## src/rtl/lzma_pkg.sv

```systemverilog
// Shared definitions for the LZMA range-coder output stage.
//   - rc_state_e : FSM state encoding of the byte-out engine
//   - BYTE_FF    : the byte value whose emission is deferred until the carry is known
//   - PEND_W_DEF : default width of the deferred-0xFF run counter
package lzma_pkg;

    localparam int         PEND_W_DEF = 32;
    localparam logic [7:0] BYTE_FF    = 8'hFF;

    typedef enum logic [1:0] {
        ST_IDLE       = 2'd0,
        ST_EMIT_CACHE = 2'd1,
        ST_EMIT_FF    = 2'd2
    } rc_state_e;

endpackage

```

## src/rtl/lzma_rc_byte_out_if.sv

```systemverilog
// Request/stream bundle between the range encoder core, the byte-out stage and
// the byte sink.
//   i_valid/i_ready : ShiftLow request handshake (core -> byte-out)
//   i_carry         : low[32] of the range-coder low register
//   i_byte          : low[31:24] of the range-coder low register
//   i_last          : final ShiftLow of the stream
//   o_tvalid/o_tdata/o_tlast : payload byte stream, no backpressure
//   o_count         : bytes emitted in the current stream (LZMA_OUT_BYTE_COUNT_EN only)
// modport master : range encoder side (drives requests, observes stream)
// modport slave  : byte-out stage
// Optional feature macro: LZMA_OUT_BYTE_COUNT_EN
interface lzma_rc_byte_out_if;

    logic       i_valid;
    logic       i_ready;
    logic       i_carry;
    logic [7:0] i_byte;
    logic       i_last;
    logic       o_tvalid;
    logic [7:0] o_tdata;
    logic       o_tlast;
`ifdef LZMA_OUT_BYTE_COUNT_EN
    logic [31:0] o_count;

    modport master (
        output i_valid, i_carry, i_byte, i_last,
        input  i_ready, o_tvalid, o_tdata, o_tlast, o_count
    );

    modport slave (
        input  i_valid, i_carry, i_byte, i_last,
        output i_ready, o_tvalid, o_tdata, o_tlast, o_count
    );
`else
    modport master (
        output i_valid, i_carry, i_byte, i_last,
        input  i_ready, o_tvalid, o_tdata, o_tlast
    );

    modport slave (
        input  i_valid, i_carry, i_byte, i_last,
        output i_ready, o_tvalid, o_tdata, o_tlast
    );
`endif

endinterface

```

## src/rtl/lzma_rc_byte_out.sv

```systemverilog
// LZMA range-coder output stage: ShiftLow carry propagation.
// A request whose top byte is 0xFF without carry cannot be emitted yet, because a
// later carry may still ripple through it; such bytes are only counted (pend).
// Any other request flushes the held cache byte plus the pending 0xFF run, all
// adjusted by the carry, then the new byte becomes the cache.
// Ports:
//   clk  : clock, all logic on posedge
//   rstn : asynchronous active-low reset
//   bus  : lzma_rc_byte_out_if.slave (request handshake + output byte stream)
// Parameters:
//   PEND_W : width of the deferred-0xFF counter (saturates at all ones)
// Optional feature macro: LZMA_OUT_BYTE_COUNT_EN adds the o_count byte counter.
module lzma_rc_byte_out
    import lzma_pkg::*;
#(
    parameter int PEND_W = PEND_W_DEF
) (
    input  logic               clk,
    input  logic               rstn,
    lzma_rc_byte_out_if.slave  bus
);

    rc_state_e         state_q, state_d;
    logic [7:0]        cache_q, cache_d;
    logic [PEND_W-1:0] pend_q,  pend_d;
    logic              carry_q, carry_d;
    logic [7:0]        byte_q,  byte_d;
    logic              last_q,  last_d;
    logic              tvalid_q, tvalid_d;
    logic [7:0]        tdata_q,  tdata_d;
    logic              tlast_q,  tlast_d;

    always_comb begin
        state_d  = state_q;
        cache_d  = cache_q;
        pend_d   = pend_q;
        carry_d  = carry_q;
        byte_d   = byte_q;
        last_d   = last_q;
        tvalid_d = 1'b0;
        tdata_d  = tdata_q;
        tlast_d  = 1'b0;

        unique case (state_q)
            ST_IDLE: begin
                if (bus.i_valid) begin
                    if (bus.i_carry || (bus.i_byte != BYTE_FF) || bus.i_last) begin
                        // Output is registered, so the cache byte is prepared
                        // now and appears during the EMIT_CACHE cycle.
                        state_d  = ST_EMIT_CACHE;
                        carry_d  = bus.i_carry;
                        byte_d   = bus.i_byte;
                        last_d   = bus.i_last;
                        tvalid_d = 1'b1;
                        tdata_d  = cache_q + {7'd0, bus.i_carry};
                        tlast_d  = bus.i_last && (pend_q == '0);
                    end else if (pend_q != '1) begin
                        pend_d = pend_q + PEND_W'(1);
                    end
                end
            end
            ST_EMIT_CACHE, ST_EMIT_FF: begin
                // pend_q counts the 0xFF bytes still to be launched; each
                // launch decrements it, so the run length equals the
                // original pend value.
                if (pend_q == '0) begin
                    state_d = ST_IDLE;
                    cache_d = last_q ? 8'h00 : byte_q;
                    carry_d = 1'b0;
                    last_d  = 1'b0;
                end else begin
                    state_d  = ST_EMIT_FF;
                    pend_d   = pend_q - PEND_W'(1);
                    tvalid_d = 1'b1;
                    tdata_d  = BYTE_FF + {7'd0, carry_q};
                    tlast_d  = last_q && (pend_q == PEND_W'(1));
                end
            end
            default: begin
                state_d = ST_IDLE;
            end
        endcase
    end

    always_ff @(posedge clk or negedge rstn) begin
        if (!rstn) begin
            state_q  <= ST_IDLE;
            cache_q  <= 8'h00;
            pend_q   <= '0;
            carry_q  <= 1'b0;
            byte_q   <= 8'h00;
            last_q   <= 1'b0;
            tvalid_q <= 1'b0;
            tdata_q  <= 8'h00;
            tlast_q  <= 1'b0;
        end else begin
            state_q  <= state_d;
            cache_q  <= cache_d;
            pend_q   <= pend_d;
            carry_q  <= carry_d;
            byte_q   <= byte_d;
            last_q   <= last_d;
            tvalid_q <= tvalid_d;
            tdata_q  <= tdata_d;
            tlast_q  <= tlast_d;
        end
    end

    assign bus.i_ready  = (state_q == ST_IDLE);
    assign bus.o_tvalid = tvalid_q;
    assign bus.o_tdata  = tdata_q;
    assign bus.o_tlast  = tlast_q;

`ifdef LZMA_OUT_BYTE_COUNT_EN
    logic [31:0] count_q, count_d;

    // Counts alongside the registered byte so the value includes the byte
    // currently on o_tdata; the stream's final byte clears it for the next one.
    always_comb begin
        if (tvalid_d) begin
            count_d = count_q + 32'd1;
        end else if (tlast_q) begin
            count_d = 32'd0;
        end else begin
            count_d = count_q;
        end
    end

    always_ff @(posedge clk or negedge rstn) begin
        if (!rstn) begin
            count_q <= 32'd0;
        end else begin
            count_q <= count_d;
        end
    end

    assign bus.o_count = count_q;
`endif

endmodule

```

## src/flat_wrapper.sv

```systemverilog
// flat-port wrapper written by rule: the top's interface ports become plain ports
module lzma_rc_byte_out_flat import lzma_pkg::*;
#(
    parameter int PEND_W = PEND_W_DEF
)
  (clk, rstn, bus_i_valid, bus_i_carry, bus_i_byte, bus_i_last, bus_i_ready, bus_o_tvalid, bus_o_tdata, bus_o_tlast);
  lzma_rc_byte_out_if bus_i ();
  input  logic clk;
  input  logic rstn;
  input wire logic [$bits(bus_i.i_valid)-1:0] bus_i_valid;
  input wire logic [$bits(bus_i.i_carry)-1:0] bus_i_carry;
  input wire logic [$bits(bus_i.i_byte)-1:0] bus_i_byte;
  input wire logic [$bits(bus_i.i_last)-1:0] bus_i_last;
  output wire logic [$bits(bus_i.i_ready)-1:0] bus_i_ready;
  output wire logic [$bits(bus_i.o_tvalid)-1:0] bus_o_tvalid;
  output wire logic [$bits(bus_i.o_tdata)-1:0] bus_o_tdata;
  output wire logic [$bits(bus_i.o_tlast)-1:0] bus_o_tlast;
  assign bus_i.i_valid = bus_i_valid;
  assign bus_i.i_carry = bus_i_carry;
  assign bus_i.i_byte = bus_i_byte;
  assign bus_i.i_last = bus_i_last;
  assign bus_i_ready = bus_i.i_ready;
  assign bus_o_tvalid = bus_i.o_tvalid;
  assign bus_o_tdata = bus_i.o_tdata;
  assign bus_o_tlast = bus_i.o_tlast;
  lzma_rc_byte_out #(.PEND_W(PEND_W)) u_core (.clk(clk), .rstn(rstn), .bus(bus_i));
endmodule
```

## config.mk

```make
export PLATFORM = sky130hd
export DESIGN_NAME = lzma_rc_byte_out_flat
export DESIGN_NICKNAME = d
export VERILOG_FILES = /design/src/rtl/lzma_pkg.sv /design/src/rtl/lzma_rc_byte_out_if.sv /design/src/rtl/lzma_rc_byte_out.sv /design/src/flat_wrapper.sv
export SDC_FILE = /design/constraint.sdc
export NUM_CORES = 1
export LEC_CHECK = 0
export CORE_UTILIZATION = 52
export DETAILED_ROUTE_END_ITERATION = 8
export PLACE_DENSITY_LB_ADDON = 0.3
export SLEW_MARGIN = 20
export SYNTH_ARGS = -nofsm -noshare
export SYNTH_HDL_FRONTEND = slang
export SYNTH_SLANG_ARGS = --single-unit
```

## constraint.sdc

```tcl
create_clock -name clk -period 3.02 [get_ports clk]
set_input_delay 0.453 -clock clk [delete_from_list [all_inputs] [get_ports clk]]
set_output_delay 0.453 -clock clk [all_outputs]
set_load 0.005 [all_outputs]
```

### Word level (Yosys, flattened, before mapping)

Cells that the tools add are included.

| word-level totals | value |
|---|---|
| register bits after elaboration | 62 |
| input bits | 13 |
| output and inout bits | 11 |
| logic and storage cells | 67 |

| cells by class | value |
|---|---|
| add/subtract/negate cells | 4 |
| eq/ne operators | 11 |
| mux-type cells | 29 |
| reduce and logical (&&, ||, !) cells | 14 |

Operators with widths:

| kind | number |
|---|---|
| 2-to-1 mux 32 bit | 4 |
| one-hot mux 32 bit (2 select lines) | 1 |
| adder 32 x 1 -> 32 bit, second input constant | 1 |
| equality test 32 x 1 -> 1 bit, second input constant | 1 |
| zero test 32 bit | 1 |
| 2-to-1 mux 8 bit | 4 |
| inequality test 32 bit, second input constant | 1 |
| subtractor 32 x 1 -> 32 bit, second input constant | 1 |
| one-hot mux 8 bit (2 select lines) | 1 |
| 2-to-1 mux 1 bit | 11 |
| adder 8 x 1 -> 8 bit | 1 |
| inequality test 8 bit, second input constant | 1 |
| one-hot mux 1 bit (2 select lines) | 4 |
| AND reduction 4 bit | 2 |
| 2-to-1 mux 2 bit | 3 |
| inequality test 2 x 1 -> 1 bit, second input constant | 3 |
| inequality test 2 bit, second input constant | 3 |
| AND reduction 5 bit | 1 |
| one-hot mux 2 bit (2 select lines) | 1 |
| AND reduction 2 bit | 2 |
| adder 1 x 2 -> 3 bit, first input constant | 1 |
| AND reduction 3 bit | 1 |
| equality test 2 x 1 -> 1 bit, second input constant | 1 |
| equality test 2 bit, second input constant | 1 |
| other kinds (5) | 7 |

### Logic depth before layout (Yosys ltp)

Gate-level depths: netlist of run 1.

| depth | value |
|---|---|
| depth after elaboration | 6 |
| gate-level depth with buffers | 9 |
| gate-level depth less buffers | 8 |

### Least setup slack after synthesis of run 1

No wires, ideal clock.

| timing path | value |
|---|---|
| path type | reg2reg |
| start | reg u_core.pend_q[2] |
| end | reg u_core.carry_q |
| library setup time | 0.130 ns |
| arrival time | 2.477 ns |
| required time | 2.890 ns |
| slack | 0.413 ns |
| cell stages (with the launch flop) | 9 |
| buffers on the path | 2 |
| period minus slack after synthesis | 2.607 ns |
| cell sequence | dfrtp_1 -> buf_6 -> or4_4 -> or3_1 -> buf_6 -> or3_4 -> o41ai_2 -> nand2_1 -> o2bb2ai_1 |

| on the way | value |
|---|---|
| word-level cells in the longest chain between the ends | 3 |

RTL lines:

| element | RTL line | RTL |
|---|---|---|
| start: declaration | lzma_rc_byte_out.sv:25 | `logic [PEND_W-1:0] pend_q, pend_d;` |
| start signal: assignment | lzma_rc_byte_out.sv:99 | `pend_q <= pend_d;` |
| zero test 32 bit | lzma_rc_byte_out.sv:66 | `if (pend_q == '0) begin` |
| inequality test 2 x 1 -> 1 bit (no source line) | -- |  |
| AND reduction 4 bit (no source line) | -- |  |
| end signal: assignment | lzma_rc_byte_out.sv:100 | `carry_q <= carry_d;` |
| end: declaration | lzma_rc_byte_out.sv:26 | `logic carry_q, carry_d;` |

Every way passes these cells.
A chain may end at the register's enable or synchronous reset.

### Worst setup path after layout of run 1

| timing path | value |
|---|---|
| start | reg u_core.pend_q[3] |
| end | reg u_core.last_q |

| on the way | value |
|---|---|
| word-level cells in the longest chain between the ends | 3 |

RTL lines:

| element | RTL line | RTL |
|---|---|---|
| zero test 32 bit | lzma_rc_byte_out.sv:66 |  |
| inequality test 2 x 1 -> 1 bit (no source line) | -- |  |
| AND reduction 4 bit (no source line) | -- |  |
| end signal: assignment | lzma_rc_byte_out.sv:102 | `last_q <= last_d;` |
| end: declaration | lzma_rc_byte_out.sv:28 | `logic last_q, last_d;` |

Every way passes these cells.

==> impl_results.md, run 1 <==
* Part of the power in registers at 0.492
* CTS hold repair buffers at 0
* Number of levels in the clock H-tree at 3
* Unrepaired setup endpoints after global routing: no
* Clk sinks at 62
* Power consumption at 0.00169 W
* Total standard cell area after synthesis at 3630 µm²
* Setup TNS at 0 ns
* Final setup vio count at 0
* EDFF count, synth at 0
* Height of the chip at 85.5 µm
* DRC marker count from the first detailed-route iteration at 258
* Number of placement rows at 30
* Most common cell in the synthesized netlist: dfrtp_1
* Deepest clock path buffer count at 2
* Clock Root Buffer: clkbuf_8
* Register bit total from synthesis at 62
* Initial DRT Pass Iterations at 5
* Tightest Hold Check Type: input port to asynchronous set/reset pin
* Share of cells above drive strength 1 at 0.127
* Worst slew margin relative to its limit at 0.531
* Data required time of the worst path at 3.25 ns
* Antenna violations before repair at 0
* Relative contribution of combinational cells to total power at 0.023
* Worst-margin pin slew at 0.697 ns
* Most instantiated flip-flop cell in the synthesis netlist: dfrtp_1
* Switching Power at 0.000358 W
* Element type at the critical path end: flop
* Via density at 5.95
* Wire length per cell at 16.0 µm
* Smallest hold slack at 0.115 ns
* Die area at 7310 µm²
* Routability congestion estimate at 0.894
* Total grt overflow at 0
* Leakage power at 1.70 nW
* Async set-or-reset flop fraction in the synthesized netlist at 1.00
* Top-area cell type share of the netlist area at 0.428
* Synth top cells by count: dfrtp_1, nand2_1, xnor2_1
* Post-synthesis sequential area ratio at 0.428
* Library cell with the largest summed area after synthesis: dfrtp_1
* Final worst path period need at 2.80 ns
* Starting density of the core at 0.537
* Synthesis-to-finish area growth at 14.4%
* Number of top-level design ports at 24
* Latest clock arrival within the worst-skew pair at 0.34 ns
* Total number of vias at 2870
* Placed wire-length estimate at 5430 µm
* Fraction of power spent switching nets at 0.212
* Number of maximum-capacitance violations at 0
* Clock Skew at 0.0136 ns
* Internal power at 0.00133 W
* Setup Crit Path Kind: flop to flop
* Count of antenna-violating nets left after detailed routing at 0
* Largest net degree at the start of global routing at 47
* Wire length after detailed routing at 7720 µm
* Total Routing Usage GR at 0.230
* TritonCTS clock tree: built
* Average footprint of a synthesized cell at 9.72 µm²
* Count of synthesis-stage warnings from yosys at 0
* Setup Buffers After CTS at 0
* Post-layout worst setup margin at 0.221 ns
* Biggest area contributors in the synthesized netlist: dfrtp_1, xnor2_1, o21ai_0
* Final period util at 0.927
* Register clock-pin slew on the reported worst setup and hold paths at 0.07 ns
* Run status: finished, final reports clean
* Synth Net Count at 394
* Largest voltage drop on the vdd net at 193 µV
* Power per standard cell area at 407 nW/µm²
* Gate count after technology mapping at 373
* PortBufs at 23
* Crit-path max FO at 7
* Critical path launch point type: flop
* Number of buffers added by the clock tree synthesis step at 9
* Die Span X at 85.5 µm
* Number of fill cells in the layout at 578
* Residual DRC at 0
* Number of cells upsized or downsized after cts at 0
* Wire length of the first global-routing pass at 13200 µm
* Final slew viol count at 0
* Arrival time of data at the critical path endpoint at 3.03 ns
* Core Area at 6760 µm²
* Via count of the first global-routing pass at 2761
* Final-report hold violation count at 0
* F_max at 357 MHz
* Pre-CTS setup slack at 0.0174 ns
* Cell variety after synth at 59
* Post-layout net count at 419
* Antenna cell count at 0
* Clock share of power at 0.485
power groups by stage:
stage | clock network [W] | logic [W] | registers (W)
after floorplan | 0 | 0.00000213 | 0.000846
after global placement | 0 | 0.0000386 | 0.000846
after detailed placement | 0 | 0.0000401 | 0.000846
after CTS | 0.000832 | 0.0000400 | 0.000830
after global routing | 0.000867 | 0.0000446 | 0.000829
final | 0.000819 | 0.0000387 | 0.000830
layout by cell type (no fill, tap or decap), types with 8 or more instances in the layout:
cell type / instances
dfrtp_1: 62
nand2_1: 30
xnor2_1: 30
o21ai_0: 27
clkdlybuf4s50_1: 22
inv_1: 17
nand4_1: 13
o21ai_1: 13
nor4_1: 12
nor3_1: 12
nor2_1: 11
mux2_2: 10
clkbuf_8: 10
buf_4: 10
and3_1: 9
nand3b_1: 9
nand3_1: 8
xor2_1: 8
ha_1: 8
final timing paths:
check                                            from                     to  slack (ns)  cells past startpoint
worst max-delay path                 u_core.pend_q[3]          u_core.last_q        0.22                      6
max in group asynchronous                        rstn       u_core.byte_q[4]        2.35                      2
worst min register to register  u_core.bus.o_tdata[2]  u_core.bus.o_tdata[2]        0.48                      2
worst max register to register       u_core.pend_q[3]          u_core.last_q        0.22                      6
worst min-delay path                             rstn      u_core.pend_q[16]        0.11                      1
min in group clk                u_core.bus.o_tdata[2]  u_core.bus.o_tdata[2]        0.48                      2
cells by family after synthesis:
kind of cell / count (synthesis) / share of synthesized area
compound gates: 66 / 0.113
xor+xnor: 38 / 0.0918
fa+ha+maj: 8 / 0.0276
buf+inv: 36 / 0.0514
flops: 62 / 0.428
mux: 10 / 0.0311
simple gates: 153 / 0.257
registers in the layout (all words and copies together), names as in the netlist:
name and cells:
u_core.last_q 1, u_core.pend_q 32, u_core.cache_q 8, u_core.bus.o_tdata 8, u_core.byte_q 8, u_core.bus.o_tvalid 1
u_core.carry_q 1, u_core.state_q 2, u_core.bus.o_tlast 1
worst max-delay path, cell delays in order (launching register included):
cell,delay [ns]
dfrtp_1,0.47
or4_4,0.56
or3_1,0.45
or3_4,0.44
o41ai_2,0.46
nand2_1,0.15
o2bb2ai_1,0.15
through the flow:
stage | cell area [µm²] | util | instances
finish | 4150 | 0.614 | 482
global route | 4150 | 0.614 | 482
CTS | 4150 | 0.614 | 482
detailed placement | 3930 | 0.581 | 467
global placement | 3930 | 0.581 | 467
floorplan | 3630 | - | 373
cell type report:
class                      instances  area, µm²  area share
inverter                          17       63.8      0.0154
tap                               80        100      0.0241
timing repair buffer              33        315      0.0760
sequential                        62       1550       0.374
multi-input combinational        275       1900       0.457
clock buffer                      10        138      0.0332
clock inverter                     5       83.8      0.0202
metal layers:
layer,track usage,share of wire
met1,0.329,0.49
met2,0.345,0.45
met3,0.0356,0.045
met4,0.106,0.017
met5,0,0
(Power assumes the default switching activity.)
==> run 2: changes to the inputs <==
--- a/config.mk
+++ b/config.mk
@@ -7,7 +7,9 @@
 export LEC_CHECK = 0
 export CORE_UTILIZATION = 52
 export DETAILED_ROUTE_END_ITERATION = 8
+export GPL_TIMING_DRIVEN = 0
 export PLACE_DENSITY_LB_ADDON = 0.3
+export RECOVER_POWER = 50
 export SLEW_MARGIN = 20
 export SYNTH_ARGS = -nofsm -noshare
 export SYNTH_HDL_FRONTEND = slang
==> constraint.sdc (replaced) <==
create_clock -name clk -period 3.1 [get_ports clk]
set_input_delay 0.465 -clock clk [delete_from_list [all_inputs] [get_ports clk]]
set_output_delay 0.465 -clock clk [all_outputs]
set_load 0.005 [all_outputs]
==> impl_results.md, run 2 (synthesis gave the netlist of run 1 again) <==
* CTS hold repair buffers at 0 (unchanged)
* Routability congestion estimate at 0.882 (-1.3%)
* Residual DRC at 0 (unchanged)
* Final-report hold violation count at 0 (unchanged)
* Number of maximum-capacitance violations at 1 (+1)
* Highest Signal Layer: met4
* Run status: finished, violations left
* Setup Crit Path Kind: flop to flop
* Register clock-pin slew on the reported worst setup and hold paths at 0.07 ns (about the same)
* Starting density of the core at 0.537 (unchanged)
* Number of top-level design ports at 24 (unchanged)
* Core Area at 6760 µm² (unchanged)
* Post-layout worst setup margin at 0.162 ns (-0.0597 ns)
* Clock Root Buffer: clkbuf_8
* Final instance area at 4200 µm² (+1.1%)
* Cell area after placement at 3970 µm² (+1.2%)
* Leakage power at 1.71 nW (+0.77%)
* Critical path launch point type: flop
* Height of the chip at 85.5 µm (unchanged)
* Tightest Hold Check Type: input port to asynchronous set/reset pin
* Worst slew margin relative to its limit at 0.00555 (-0.526)
* Share of cells above drive strength 1 at 0.129 (+0.00178)
* Number of fill cells in the layout at 575 (-0.52%)
* Wire length per cell at 16.2 µm (+1.4%)
* Routed length on met3 at 434 µm (+24%)
* Final period util at 0.948 (+0.0212)
* Largest net degree at the start of global routing at 36 (-23%)
* Total number of vias at 3008 (+4.8%)
* Wire length after detailed routing at 7990 µm (+3.5%)
* Final slew viol count at 0 (unchanged)
* Wire length of the first global-routing pass at 13600 µm (+3.6%)
* Count of antenna-violating nets left after detailed routing at 0 (unchanged)
* Largest voltage drop on the vdd net at 307 µV (+59%)
* Met2 WL at 3480 µm (+0.78%)
* Number of levels in the clock H-tree at 3 (unchanged)
* Total grt overflow at 0 (unchanged)
* Crit-path max FO at 7 (unchanged)
* Element type at the critical path end: flop
* Data required time of the worst path at 3.36 ns (+0.11 ns)
* Most frequent cells in the layout: dfrtp_1, nand2_1, xnor2_1
* Number of placement rows at 30 (unchanged)
* Number of buffers added by the clock tree synthesis step at 9 (unchanged)
* Final setup vio count at 0 (unchanged)
* Unrepaired setup endpoints after global routing: no
* Most common cell after layout, fill and taps aside: dfrtp_1
* Worst-margin pin slew at 1.49 ns (+0.795 ns)
* Failing checks: capacitance limit
* F_max at 340 MHz (-4.8%)
* DRC marker count from the first detailed-route iteration at 247 (-4.3%)
* Via density at 6.11 (+2.7%)
* Die Span X at 85.5 µm (unchanged)
* Clock Skew at 0.00682 ns (-0.00678 ns)
* Max reg flops at 32 (unchanged)
* Post-layout net count at 429 (+2.4%)
* Reg area at 1550 µm² (unchanged)
* Arrival time of data at the critical path endpoint at 3.20 ns (+0.17 ns)
* Latest clock arrival within the worst-skew pair at 0.34 ns (about the same)
* Biggest register: u_core.pend_q
* Antenna violations before repair at 0 (unchanged)
* Deepest clock path buffer count at 2 (unchanged)
* Clk sinks at 62 (unchanged)
* Final worst path period need at 2.94 ns (+0.140 ns)
* Pre-CTS setup slack at -0.442 ns (-0.460 ns)
* Antenna cell count at 0 (unchanged)
* Via count of the first global-routing pass at 2792 (+1.1%)
* Power consumption at 0.00164 W (-2.6%)
* TritonCTS clock tree: built
* Initial DRT Pass Iterations at 5 (unchanged)
* Synthesis-to-finish area growth at 15.7%
* PortBufs at 23 (unchanged)
* Metal-1 WL at 3920 µm (+3.4%)
* Area of the multi-input gates at 1910 µm² (+0.46%)
* Placed wire-length estimate at 5670 µm (+4.5%)
* Die area at 7310 µm² (unchanged)
* Total Routing Usage GR at 0.239 (+0.00877)
* Power per standard cell area at 392 nW/µm² (-3.6%)
[run 2: what timing repair did]
action / 4_1_cts / 5_1_grt
resized for setup: 1 / 4
setup buffers: 0 / 0
setup endpoints to repair: 7 / 13
[run 2: worst paths after layout]
check | from | to | slack [ns] | cells after the start
worst max-delay path | u_core.state_q[1] | u_core.pend_q[29] | 0.16 | 9
worst min-delay path | rstn | u_core.pend_q[16] | 0.47 | 1
worst max register to register | u_core.state_q[1] | u_core.pend_q[29] | 0.16 | 9
worst min register to register | u_core.bus.o_tdata[7] | u_core.bus.o_tdata[7] | 0.48 | 2
max in group asynchronous | rstn | u_core.last_q | 1.08 | 2
min in group clk | u_core.bus.o_tdata[7] | u_core.bus.o_tdata[7] | 0.48 | 2
[run 2: layer usage]
| layer | up-vias | GRT usage |
|---|---|---|
| li1 | 1418 | - |
| met1 | 1456 | 0.359 |
| met2 | 119 | 0.340 |
| met3 | 15 | 0.0356 |
| met4 | 0 | 0.111 |
| met5 | - | 0 |
[run 2: power breakdown]
group          internal (W)  switching [W]  total [W]
clock network      0.000489       0.000311   0.000800
registers          0.000809              0   0.000809
logic             0.0000141      0.0000216  0.0000357
total               0.00131       0.000332    0.00164
[run 2: final cells by class]
cell class	count	area share
multi-input cells	275	0.454
flip-flops and latches	62	0.370
repair buffers	24	0.0546
clock buffers	11	0.0361
plain buffers	19	0.0295
well taps	80	0.0239
clock inverters	4	0.0167
inverters	17	0.0152
[run 2: critical path: stages (launching register included)]
cell and delay [ns]:
dfrtp_1 0.35, inv_1 0.06, ha_2 0.41, or3b_2 0.54, or4_2 0.55, clkbuf_1 0.20
nor2_1 0.19, o21ai_0 0.11, nor3b_1 0.26, xor2_1 0.18
[run 2: stage by stage]
stage / utilization / hold slack, ns / setup TNS (ns) / cells
after floorplan: - / 0.169 / 0 / 373
after CTS: 0.622 / 0.0412 / 0 / 492
after global routing: 0.621 / 0.508 / 0 / 492
after detailed placement: 0.588 / 0.414 / -8.28 / 477
after global placement: 0.586 / 0.463 / -33.30 / 476
final: 0.621 / 0.470 / 0 / 492
==> run 3: changes to the inputs <==
--- a/config.mk
+++ b/config.mk
@@ -5,6 +5,7 @@
 export SDC_FILE = /design/constraint.sdc
 export NUM_CORES = 1
 export LEC_CHECK = 0
+export CORE_MARGIN = 4
 export CORE_UTILIZATION = 52
 export DETAILED_ROUTE_END_ITERATION = 8
 export GPL_TIMING_DRIVEN = 0
==> impl_results.md, run 3 (synthesis gave the netlist of run 1 again) <==
* Wire length of the first global-routing pass at 13600 µm (+0.15%)
* Setup Buffers After CTS at 0 (unchanged)
* Register clock-pin slew on the reported worst setup and hold paths at 0.07 ns (about the same)
* DRC marker count from the first detailed-route iteration at 287 (+16%)
* Height of the chip at 91.5 µm (+7.0%)
* Final slew viol count at 30 (+30)
* Placed wire-length estimate at 5850 µm (+3.2%)
* Total Routing Usage GR at 0.206 (-0.0329)
* Setup Crit Path Kind: flop to flop
* Area of the multi-input gates at 1900 µm² (-0.33%)
* F_max at 339 MHz (-0.53%)
* Setup TNS at 0 ns (unchanged)
* Most common cell after layout, fill and taps aside: dfrtp_1
* Residual DRC at 0 (unchanged)
* Core Area at 6790 µm² (+0.56%)
* Reg area at 1550 µm² (unchanged)
* Worst-margin pin slew at 1.53 ns (+0.0394 ns)
* Total grt overflow at 0 (unchanged)
* Leakage power at 1.70 nW (-0.87%)
* Final setup vio count at 0 (unchanged)
* Biggest register: u_core.pend_q
* Max reg flops at 32 (unchanged)
* CTS hold repair buffers at 0 (unchanged)
* Die area at 8370 µm² (+15%)
* Crit-path max FO at 7 (unchanged)
* Most frequent cells in the layout: dfrtp_1, nand2_1, xnor2_1
* Failing checks: capacitance limit, slew limit
* TritonCTS clock tree: built
* Number of fill cells in the layout at 569 (-1.0%)
* Worst slew margin relative to its limit at -0.0207 (-0.0263)
* Number of top-level design ports at 24 (unchanged)
* Unrepaired setup endpoints after global routing: no
* Final-report hold violation count at 0 (unchanged)
* Count of antenna-violating nets left after detailed routing at 0 (unchanged)
* Element type at the critical path end: flop
* Final period util at 0.953 (+0.00505)
* Routability congestion estimate at 0.915 (+3.7%)
* Power per standard cell area at 391 nW/µm² (-0.21%)
* Data required time of the worst path at 3.38 ns (+0.02 ns)
* Post-layout worst setup margin at 0.146 ns (-0.0157 ns)
* Post-layout net count at 429 (unchanged)
* Wire length after detailed routing at 8070 µm (+1.0%)
* Antenna cell count at 0 (unchanged)
* Starting density of the core at 0.534 (-0.00297)
* Run status: finished, violations left
* Critical path launch point type: flop
* Number of cells upsized or downsized after cts at 1 (unchanged)
* Antenna violations before repair at 0 (unchanged)
* Largest net degree at the start of global routing at 35 (-2.8%)
* Die Span X at 91.5 µm (+7.0%)
* Synthesis-to-finish area growth at 16.1%
* Final worst path period need at 2.95 ns (+0.0157 ns)
* Clock Skew at 0.00738 ns (+0.000558 ns)
* Clk sinks at 62 (unchanged)
* Clock Root Buffer: clkbuf_8
* Total number of vias at 2994 (-0.47%)
* Latest clock arrival within the worst-skew pair at 0.35 ns (about the same)
* Share of cells above drive strength 1 at 0.126 (-0.00273)
* Number of placement rows at 30 (unchanged)
* Tightest Hold Check Type: input port to asynchronous set/reset pin
* PortBufs at 23 (unchanged)
* Arrival time of data at the critical path endpoint at 3.23 ns (+0.03 ns)
* Initial DRT Pass Iterations at 7 (+2)
* Via density at 5.88 (-3.8%)
* Deepest clock path buffer count at 2 (unchanged)
* Pre-CTS setup slack at -0.422 ns (+0.0203 ns)
* Largest voltage drop on the vdd net at 255 µV (-17%)
* Number of buffers added by the clock tree synthesis step at 9 (unchanged)
* Via count of the first global-routing pass at 2898 (+3.8%)
* Number of maximum-capacitance violations at 1 (unchanged)
* Wire length per cell at 15.9 µm (-2.4%)
* Number of levels in the clock H-tree at 3 (unchanged)
## run 3: cell types whose count changed in the layout (fill, tap and decap cells not counted), sizes merged
cell,before,now
clkinv,2,0
clkinvlp,0,3
## run 3: per-stage QoR
step                area [µm²]  std cells  power [W]  hold slack, ns   util
finish                    4210        509    0.00165           0.472  0.620
global route              4210        509    0.00170           0.514  0.620
CTS                       4220        509    0.00166          0.0387  0.621
detailed placement        3990        493   0.000865           0.416  0.588
global placement          3980        492   0.000861           0.462  0.585
floorplan                 3630        373   0.000826           0.169      -
## run 3: worst paths after layout
| kind | from | to | slack, ns | depth (start not counted) |
|---|---|---|---|---|
| max in group asynchronous | rstn | u_core.carry_q | 1.10 | 2 |
| hold / removal | rstn | u_core.pend_q[17] | 0.47 | 1 |
| hold reg to reg | u_core.bus.o_tdata[6] | u_core.bus.o_tdata[6] | 0.48 | 2 |
| setup / recovery | u_core.state_q[0] | u_core.pend_q[29] | 0.15 | 9 |
| setup reg to reg | u_core.state_q[0] | u_core.pend_q[29] | 0.15 | 9 |
| min in group clk | u_core.bus.o_tdata[6] | u_core.bus.o_tdata[6] | 0.48 | 2 |
## run 3: power breakdown
| group | switching, W | internal, W | leakage, nW |
|---|---|---|---|
| clock | 0.000329 | 0.000474 | 0.102 |
| combinational | 0.0000218 | 0.0000141 | 0.860 |
| sequential | 0 | 0.000809 | 0.736 |
| total | 0.000350 | 0.00130 | 1.70 |
## run 3: area by class of cell
type | instances | share of cell area
Buffer | 19 | 0.0294
Clock buffer | 11 | 0.0336
Clock inverter | 5 | 0.0196
Inverter | 17 | 0.0152
Multi-Input combinational cell | 275 | 0.451
Sequential cell | 62 | 0.368
Tap cell | 96 | 0.0285
Timing Repair Buffer | 24 | 0.0544
## run 3: worst max-delay path, cell delays in order, from the launching register on
cell,delay [ns]
dfrtp_1,0.36
inv_1,0.06
ha_2,0.41
or3b_2,0.55
or4_2,0.55
clkbuf_1,0.21
nor2_1,0.20
o21ai_0,0.10
nor3b_1,0.26
xor2_1,0.18
## run 3: per-layer routing
layer  vias to the layer above  global-route usage  wire length (µm)  part of all wire
met1                      1429               0.289              3840              0.48
met4                         0              0.0967               151             0.019
met2                       131               0.299              3510              0.44
met5                         -                   0                 0                 0
met3                        13              0.0472               564             0.070
li1                       1421                   -                 -                 -
